===== config.mk =====
export PLATFORM = sky130hd
export DESIGN_NAME = exception_commit
export DESIGN_NICKNAME = d
export VERILOG_FILES = /design/src/rtl/exception_commit_pkg.sv /design/src/rtl/exception_commit_priority_enc.sv /design/src/rtl/exception_commit.sv
export SDC_FILE = /design/constraint.sdc
export NUM_CORES = 1
export LEC_CHECK = 0
export ABC_CLOCK_PERIOD_IN_PS = 2700
export CORE_ASPECT_RATIO = 0.8
export CORE_MARGIN = 10
export CORE_UTILIZATION = 42
export CTS_CLUSTER_DIAMETER = 50
export DETAILED_ROUTE_END_ITERATION = 6
export PLACE_DENSITY = 0.81
export SLEW_MARGIN = 0
export SYNTH_ARGS = -nofsm -noshare
export SYNTH_HDL_FRONTEND = slang
export SYNTH_SLANG_ARGS = --single-unit

===== constraint.sdc =====
create_clock -name clk -period 2.7 [get_ports clk]
set_clock_uncertainty 0.15 [all_clocks]
set_input_delay 0.54 -clock clk [delete_from_list [all_inputs] [get_ports clk]]
set_output_delay 0.54 -clock clk [all_outputs]
set_load 0.01 [all_outputs]

===== src/rtl/exception_commit_pkg.sv =====
// Shared CPU definitions: pipeline exception flags, ExcCode values, commit FSM states.
// TLB-related flags are only honoured when TLB_EXC_EN is defined.
package exception_commit_pkg;

  localparam int unsigned EXC_FLAG_W  = 19;
  localparam int unsigned EXC_CODE_W  = 5;
  localparam int unsigned VPN2_W      = 19;

  // Highest priority in the MSB.
  typedef struct packed {
    logic Interrupt;
    logic WrongAddressinIF;
    logic TLBRefillinIF;
    logic TLBInvalidinIF;
    logic ReservedInstruction;
    logic CoprocessorUnusable;
    logic Syscall;
    logic Break;
    logic Overflow;
    logic Trap;
    logic RdWrongAddressinMEM;
    logic WrWrongAddressinMEM;
    logic RdTLBRefillinMEM;
    logic RdTLBInvalidinMEM;
    logic WrTLBRefillinMEM;
    logic WrTLBInvalidinMEM;
    logic TLBModified;
    logic Eret;
    logic Refetch;
  } ExceptinPipeType;

  // Bit positions of all TLB*/TLBModified flags within ExceptinPipeType.
  localparam logic [EXC_FLAG_W-1:0] TLB_FLAG_MASK = 19'b0011000000001111100;

  localparam logic [EXC_CODE_W-1:0] EXC_INT  = 5'd0;
  localparam logic [EXC_CODE_W-1:0] EXC_MOD  = 5'd1;
  localparam logic [EXC_CODE_W-1:0] EXC_TLBL = 5'd2;
  localparam logic [EXC_CODE_W-1:0] EXC_TLBS = 5'd3;
  localparam logic [EXC_CODE_W-1:0] EXC_ADEL = 5'd4;
  localparam logic [EXC_CODE_W-1:0] EXC_ADES = 5'd5;
  localparam logic [EXC_CODE_W-1:0] EXC_SYS  = 5'd8;
  localparam logic [EXC_CODE_W-1:0] EXC_BP   = 5'd9;
  localparam logic [EXC_CODE_W-1:0] EXC_RI   = 5'd10;
  localparam logic [EXC_CODE_W-1:0] EXC_CPU  = 5'd11;
  localparam logic [EXC_CODE_W-1:0] EXC_OV   = 5'd12;
  localparam logic [EXC_CODE_W-1:0] EXC_TR   = 5'd13;

  typedef enum logic [1:0] {
    BADV_NONE,
    BADV_PC,
    BADV_DATA
  } badvaddr_sel_e;

  typedef enum logic {
    IDLE,
    REDIRECT
  } exc_state_e;

endpackage


===== src/rtl/exception_commit_priority_enc.sv =====
// Fixed-priority encoder: exception flags -> ExcCode, Eret/Refetch, BadVAddr source.
// With TLB_EXC_EN undefined every TLB*/TLBModified flag is masked off.
module exc_priority_enc
  import exception_commit_pkg::*;
(
  input  ExceptinPipeType        flags,
  output logic                   any_c,
  output logic                   coded_c,
  output logic [EXC_CODE_W-1:0]  exc_code_c,
  output logic                   is_eret_c,
  output logic                   is_refetch_c,
  output logic                   is_tlb_c,
  output logic                   is_refill_c,
  output badvaddr_sel_e          badvaddr_sel_c
);

`ifdef TLB_EXC_EN
  localparam logic [EXC_FLAG_W-1:0] FLAG_MASK = {EXC_FLAG_W{1'b1}};
`else
  localparam logic [EXC_FLAG_W-1:0] FLAG_MASK = ~TLB_FLAG_MASK;
`endif

  logic [EXC_FLAG_W-1:0] flag_vec;
  ExceptinPipeType       f;

  assign flag_vec = flags & FLAG_MASK;
  assign f        = ExceptinPipeType'(flag_vec);
  assign any_c    = |flag_vec;

  // Walk flags highest priority first; first hit wins.
  always_comb begin
    coded_c        = 1'b1;
    exc_code_c     = EXC_INT;
    is_eret_c      = 1'b0;
    is_refetch_c   = 1'b0;
    is_tlb_c       = 1'b0;
    is_refill_c    = 1'b0;
    badvaddr_sel_c = BADV_NONE;
    if (f.Interrupt) begin
      exc_code_c = EXC_INT;
    end else if (f.WrongAddressinIF) begin
      exc_code_c     = EXC_ADEL;
      badvaddr_sel_c = BADV_PC;
    end else if (f.TLBRefillinIF) begin
      exc_code_c     = EXC_TLBL;
      badvaddr_sel_c = BADV_PC;
      is_tlb_c       = 1'b1;
      is_refill_c    = 1'b1;
    end else if (f.TLBInvalidinIF) begin
      exc_code_c     = EXC_TLBL;
      badvaddr_sel_c = BADV_PC;
      is_tlb_c       = 1'b1;
    end else if (f.ReservedInstruction) begin
      exc_code_c = EXC_RI;
    end else if (f.CoprocessorUnusable) begin
      exc_code_c = EXC_CPU;
    end else if (f.Syscall) begin
      exc_code_c = EXC_SYS;
    end else if (f.Break) begin
      exc_code_c = EXC_BP;
    end else if (f.Overflow) begin
      exc_code_c = EXC_OV;
    end else if (f.Trap) begin
      exc_code_c = EXC_TR;
    end else if (f.RdWrongAddressinMEM) begin
      exc_code_c     = EXC_ADEL;
      badvaddr_sel_c = BADV_DATA;
    end else if (f.WrWrongAddressinMEM) begin
      exc_code_c     = EXC_ADES;
      badvaddr_sel_c = BADV_DATA;
    end else if (f.RdTLBRefillinMEM) begin
      exc_code_c     = EXC_TLBL;
      badvaddr_sel_c = BADV_DATA;
      is_tlb_c       = 1'b1;
      is_refill_c    = 1'b1;
    end else if (f.RdTLBInvalidinMEM) begin
      exc_code_c     = EXC_TLBL;
      badvaddr_sel_c = BADV_DATA;
      is_tlb_c       = 1'b1;
    end else if (f.WrTLBRefillinMEM) begin
      exc_code_c     = EXC_TLBS;
      badvaddr_sel_c = BADV_DATA;
      is_tlb_c       = 1'b1;
      is_refill_c    = 1'b1;
    end else if (f.WrTLBInvalidinMEM) begin
      exc_code_c     = EXC_TLBS;
      badvaddr_sel_c = BADV_DATA;
      is_tlb_c       = 1'b1;
    end else if (f.TLBModified) begin
      exc_code_c     = EXC_MOD;
      badvaddr_sel_c = BADV_DATA;
      is_tlb_c       = 1'b1;
    end else if (f.Eret) begin
      coded_c   = 1'b0;
      is_eret_c = 1'b1;
    end else if (f.Refetch) begin
      coded_c      = 1'b0;
      is_refetch_c = 1'b1;
    end else begin
      coded_c = 1'b0;
    end
  end

endmodule


===== src/rtl/exception_commit.sv =====
// MEM-stage exception commit: CP0 exception registers, pipeline flush and IF redirect handshake.
// TLB_EXC_EN enables TLB refill/invalid/modified exceptions and the EntryHi.VPN2 update.
module exception_commit
  import exception_commit_pkg::*;
#(
  parameter logic [31:0] EXC_VECTOR_BASE = 32'hBFC0_0380,
  parameter logic [31:0] TLBR_VECTOR     = 32'hBFC0_0200
) (
  input  logic                  clk,
  input  logic                  resetn,
  input  logic                  MEM_Valid,
  input  logic                  MEM_Stall,
  input  ExceptinPipeType       MEM_ExceptType,
  input  logic [31:0]           MEM_PC,
  input  logic                  MEM_IsInDelaySlot,
  input  logic [31:0]           MEM_DataVAddr,
  input  logic                  Redirect_Ready,
  output logic                  Flush_All,
  output logic                  Redirect_Valid,
  output logic [31:0]           Redirect_PC,
  output logic [31:0]           CP0_EPC,
  output logic [31:0]           CP0_BadVAddr,
  output logic                  CP0_Status_EXL,
  output logic                  CP0_Cause_BD,
  output logic [EXC_CODE_W-1:0] CP0_Cause_ExcCode,
  output logic                  Exc_EntryHi_We,
  output logic [VPN2_W-1:0]     Exc_EntryHi_VPN2
);

  logic                  enc_any;
  logic                  enc_coded;
  logic [EXC_CODE_W-1:0] enc_code;
  logic                  enc_eret;
  logic                  enc_refetch;
  logic                  enc_tlb;
  logic                  enc_refill;
  badvaddr_sel_e         enc_badv_sel;

  exc_priority_enc u_enc (
    .flags          (MEM_ExceptType),
    .any_c          (enc_any),
    .coded_c        (enc_coded),
    .exc_code_c     (enc_code),
    .is_eret_c      (enc_eret),
    .is_refetch_c   (enc_refetch),
    .is_tlb_c       (enc_tlb),
    .is_refill_c    (enc_refill),
    .badvaddr_sel_c (enc_badv_sel)
  );

  exc_state_e            state_q, state_d;
  logic [31:0]           epc_q, epc_d;
  logic [31:0]           badvaddr_q, badvaddr_d;
  logic [EXC_CODE_W-1:0] exc_code_q, exc_code_d;
  logic                  bd_q, bd_d;
  logic                  exl_q, exl_d;
  logic [31:0]           redirect_pc_q, redirect_pc_d;
  logic                  entryhi_we_q, entryhi_we_d;
  logic [VPN2_W-1:0]     entryhi_vpn2_q, entryhi_vpn2_d;

  logic                  commit_c;
  logic [31:0]           badv_src_c;
  logic [31:0]           exc_vec_c;

  assign commit_c   = (state_q == IDLE) && MEM_Valid && !MEM_Stall && enc_any;
  assign badv_src_c = (enc_badv_sel == BADV_PC) ? MEM_PC : MEM_DataVAddr;
  // Refill vector only applies when not already at exception level.
  assign exc_vec_c  = (enc_refill && !exl_q) ? TLBR_VECTOR : EXC_VECTOR_BASE;

  always_comb begin
    state_d        = state_q;
    epc_d          = epc_q;
    badvaddr_d     = badvaddr_q;
    exc_code_d     = exc_code_q;
    bd_d           = bd_q;
    exl_d          = exl_q;
    redirect_pc_d  = redirect_pc_q;
    entryhi_we_d   = 1'b0;
    entryhi_vpn2_d = entryhi_vpn2_q;
    unique case (state_q)
      IDLE: begin
        if (commit_c) begin
          state_d = REDIRECT;
          if (enc_coded) begin
            exc_code_d    = enc_code;
            exl_d         = 1'b1;
            redirect_pc_d = exc_vec_c;
            if (!exl_q) begin
              epc_d = MEM_IsInDelaySlot ? (MEM_PC - 32'd4) : MEM_PC;
              bd_d  = MEM_IsInDelaySlot;
            end
            if (enc_badv_sel != BADV_NONE) begin
              badvaddr_d = badv_src_c;
            end
            if (enc_tlb) begin
              entryhi_we_d   = 1'b1;
              entryhi_vpn2_d = badv_src_c[31:13];
            end
          end else if (enc_eret) begin
            exl_d         = 1'b0;
            redirect_pc_d = epc_q;
          end else begin
            redirect_pc_d = MEM_PC;
          end
        end
      end
      REDIRECT: begin
        if (Redirect_Ready) begin
          state_d = IDLE;
        end
      end
      default: state_d = IDLE;
    endcase
  end

  always_ff @(posedge clk) begin
    if (!resetn) begin
      state_q        <= IDLE;
      epc_q          <= 32'd0;
      badvaddr_q     <= 32'd0;
      exc_code_q     <= EXC_INT;
      bd_q           <= 1'b0;
      exl_q          <= 1'b1;
      redirect_pc_q  <= 32'd0;
      entryhi_we_q   <= 1'b0;
      entryhi_vpn2_q <= '0;
    end else begin
      state_q        <= state_d;
      epc_q          <= epc_d;
      badvaddr_q     <= badvaddr_d;
      exc_code_q     <= exc_code_d;
      bd_q           <= bd_d;
      exl_q          <= exl_d;
      redirect_pc_q  <= redirect_pc_d;
      entryhi_we_q   <= entryhi_we_d;
      entryhi_vpn2_q <= entryhi_vpn2_d;
    end
  end

  assign Flush_All         = commit_c && resetn;
  assign Redirect_Valid    = (state_q == REDIRECT);
  assign Redirect_PC       = redirect_pc_q;
  assign CP0_EPC           = epc_q;
  assign CP0_BadVAddr      = badvaddr_q;
  assign CP0_Status_EXL    = exl_q;
  assign CP0_Cause_BD      = bd_q;
  assign CP0_Cause_ExcCode = exc_code_q;
  assign Exc_EntryHi_We    = entryhi_we_q;
  assign Exc_EntryHi_VPN2  = entryhi_vpn2_q;

endmodule

==> impl_metrics.env <==
export IMPL_die_w_um=139
export IMPL_syn_cell_area_um2=4750
export IMPL_min_path_type="register to register"
export IMPL_ir_drop_mv=0.366
export IMPL_fillers=853
export IMPL_cts_sinks=103
export IMPL_dieArea_um2=16000
export IMPL_n_antenna_cell=0
export IMPL_cp_max_fo=2
export IMPL_async_flop_share_pct=0
export IMPL_outcome="finished, violations left"
export IMPL_clock_path_buffers=2
export IMPL_synth_top_family_by_area="compound AO/OA/AOI/OAI gates"
export IMPL_utilization_pct=68.3
export IMPL_power_uw=3490
export IMPL_pwr_density_cell_nw_per_um2=466
export IMPL_synth_area_mux_share_pct=2.97
export IMPL_min_period_over_period_pct=97.9
export IMPL_holdBufCountCts=0
export IMPL_cts_tree="yes"
export IMPL_synth_common_cells="dfxtp_1 (103), nor2_1 (68), a222oi_1 (32), a21oi_1 (28), buf_4 (26)"
export IMPL_placed_area_um2=7080
export IMPL_critical_path_top_delay_family="simple AND/OR/NAND/NOR gates"
export IMPL_drc=3
export IMPL_endpoint_kind="output port"
export IMPL_synth_most_common_cell="dfxtp_1"
export IMPL_dp_hpwl_um=13600
export IMPL_clock_latency_ps=340
export IMPL_use_met3_pct=9.85
export IMPL_start_util_pct=43.3
export IMPL_wl_per_cell_um=21.0
export IMPL_final_nets=814
export IMPL_synthCells=498
export IMPL_routed_via_density=5.61
export IMPL_drtIter0Drc=548
export IMPL_route_vias_total=4898
export IMPL_start_kind="primary input"
export IMPL_io_pins=214
export IMPL_synth_warnings=0
export IMPL_synth_edf_count=0
export IMPL_io_buffer_count=185
export IMPL_synth_top_cell_area_share_pct=43.4
export IMPL_grt_pass1_wl_um=27300
export IMPL_maxSlewViolCount=0
export IMPL_hold_violations=0
export IMPL_clockRootBuffer="clkbuf_16"
export IMPL_drt_wl_total_um=18300
export IMPL_dpl_cell_count=852
export IMPL_synth_area_leaders="dfxtp_1 (43%), a222oi_1 (6.7%), nor2_1 (5.4%), xnor2_1 (4.2%), buf_4 (4.1%)"
export IMPL_required_ps=2010
export IMPL_design_area_um2=7490
export IMPL_antenna_found_initial=0
export IMPL_synthXorXnorAreaFrac_pct=5.34
export IMPL_met2_usage_pct=34.2
export IMPL_min_period_ps=2640
export IMPL_ys_seq_elements=103
export IMPL_crit_type="primary input to output port"
export IMPL_avgSynthCellArea_um2=9.55
export IMPL_setup_viol=0
export IMPL_antenna_left=0
export IMPL_violations="design-rule violations"
export IMPL_fin_cells=873
export IMPL_synth_compound_area_share_pct=24.7
export IMPL_syn_to_final_growth_pct=57.6
export IMPL_fmax_mhz=378
export IMPL_die_h_um=115
export IMPL_drive_gt1_share_pct=18.0
export IMPL_yosysUniqueCellTypes=59
export IMPL_synth_largest_area_cell="dfxtp_1"
export IMPL_rows=34
export IMPL_rsz0062_at_grt="no"
export IMPL_grt_use_met1_pct=24.6
export IMPL_grt_util_all_layers_pct=20.9
export IMPL_grt_overflow_total=0
export IMPL_grt_max_degree=37
export IMPL_yosysSeqAreaShare_pct=43.4
export IMPL_synthAdderAreaFrac_pct=0.263
export IMPL_cap_violations=0
export IMPL_critPathArrivalTime_ps=1950
export IMPL_leakagePower_uw=0.00276
export IMPL_globalplace_congestion=0.872
export IMPL_drt_pass1_iterations=7
export IMPL_crit_chain="clkdlybuf4s50_1, or4_4, nor3_4, a21oi_2, and2_1, buf_2"
export IMPL_grt_busiest_layer="met2"
export IMPL_cp_slowest_stage_delay_ps=450
export IMPL_grt_pass1_vias=4863
export IMPL_htree_levels=3
export IMPL_cts_buffers=9
export IMPL_core_um2=11000
export IMPL_path_buf_inv=2
export IMPL_synth_top_flop_cell="dfxtp_1"
export IMPL_crit_path_top_delay_cell="or4_4"
export IMPL_yosys_area_share_simple_pct=15.0
export IMPL_clk_pin_slew_ps=70
[metrics by stage]
step                      hold WS (ps)  TNS [ps]  worst slack [ps]
after detailed placement           295    -16170              -504
after floorplan                    331         0              77.7
after global routing               330         0              7.63
after global placement             298    -11470              -477
final                              314         0              57.6
after CTS                          318         0              13.6
[registers in the layout (all words and copies together) (netlist names)]
signal	cells
Redirect_PC	32
CP0_Cause_ExcCode	4
CP0_EPC	32
Redirect_Valid	1
CP0_BadVAddr	32
CP0_Cause_BD	1
CP0_Status_EXL	1
[cells by family after synthesis]
kind of cell / Yosys count
and+or+nand+nor: 132
DFF: 103
muxes: 13
other: 1
AOI/OAI and AO/OA: 152
xor gates and xnor gates: 29
buffers and inverters: 67
adders and majority gates: 1
[repair_timing]
| item | CTS | global route |
|---|---|---|
| setup buffers | 3 | 0 |
| endpoints found under the setup margin | 1 | 37 |
| gates resized for setup | 11 | 6 |
| pin swaps | 4 | 9 |
| gates cloned | 0 | 2 |
[layout by cell type (no fill, tap or decap), types with 12 or more instances in the layout]
master,count
nor2_1,66
o21ai_0,16
o2bb2ai_1,19
a222oi_1,32
clkdlybuf4s50_1,177
a21oi_1,27
dfxtp_1,103
nand2_1,13
buf_4,61
o221a_2,12
conb_1,21
o22ai_1,20
xnor2_1,23
[power breakdown]
group          total (µW)  internal (µW)  switching, µW
sequential           1570           1550           21.7
clock                1380            797            584
combinational         540            292            248
[per-layer routing]
layer	share of wire (%)	vias up
met5	0	-
met1	41	2313
li1	-	2304
met3	12	16
met4	1.1	0
met2	46	265
[area by class of cell]
| class | count | area [µm²] | share of cell area [%] |
|---|---|---|---|
| Clock buffer | 12 | 267 | 3.56 |
| Inverter | 6 | 22.5 | 0.301 |
| Multi-Input combinational cell | 348 | 2400 | 32.1 |
| Tap cell | 144 | 180 | 2.40 |
| Timing Repair Buffer | 256 | 2500 | 33.4 |
| Clock inverter | 4 | 51.3 | 0.685 |
| Sequential cell | 103 | 2060 | 27.5 |
[worst paths after layout]
path | start | to | slack, ps | cells past startpoint
setup / recovery | MEM_ExceptType[18] | Flush_All | 60 | 6
hold / removal | Redirect_PC[10] | Redirect_PC[10] | 310 | 1
setup reg to reg | Redirect_Valid | CP0_BadVAddr[22] | 470 | 7
hold reg to reg | Redirect_PC[10] | Redirect_PC[10] | 310 | 1
Note: power is estimated with default switching activity, not from simulation.
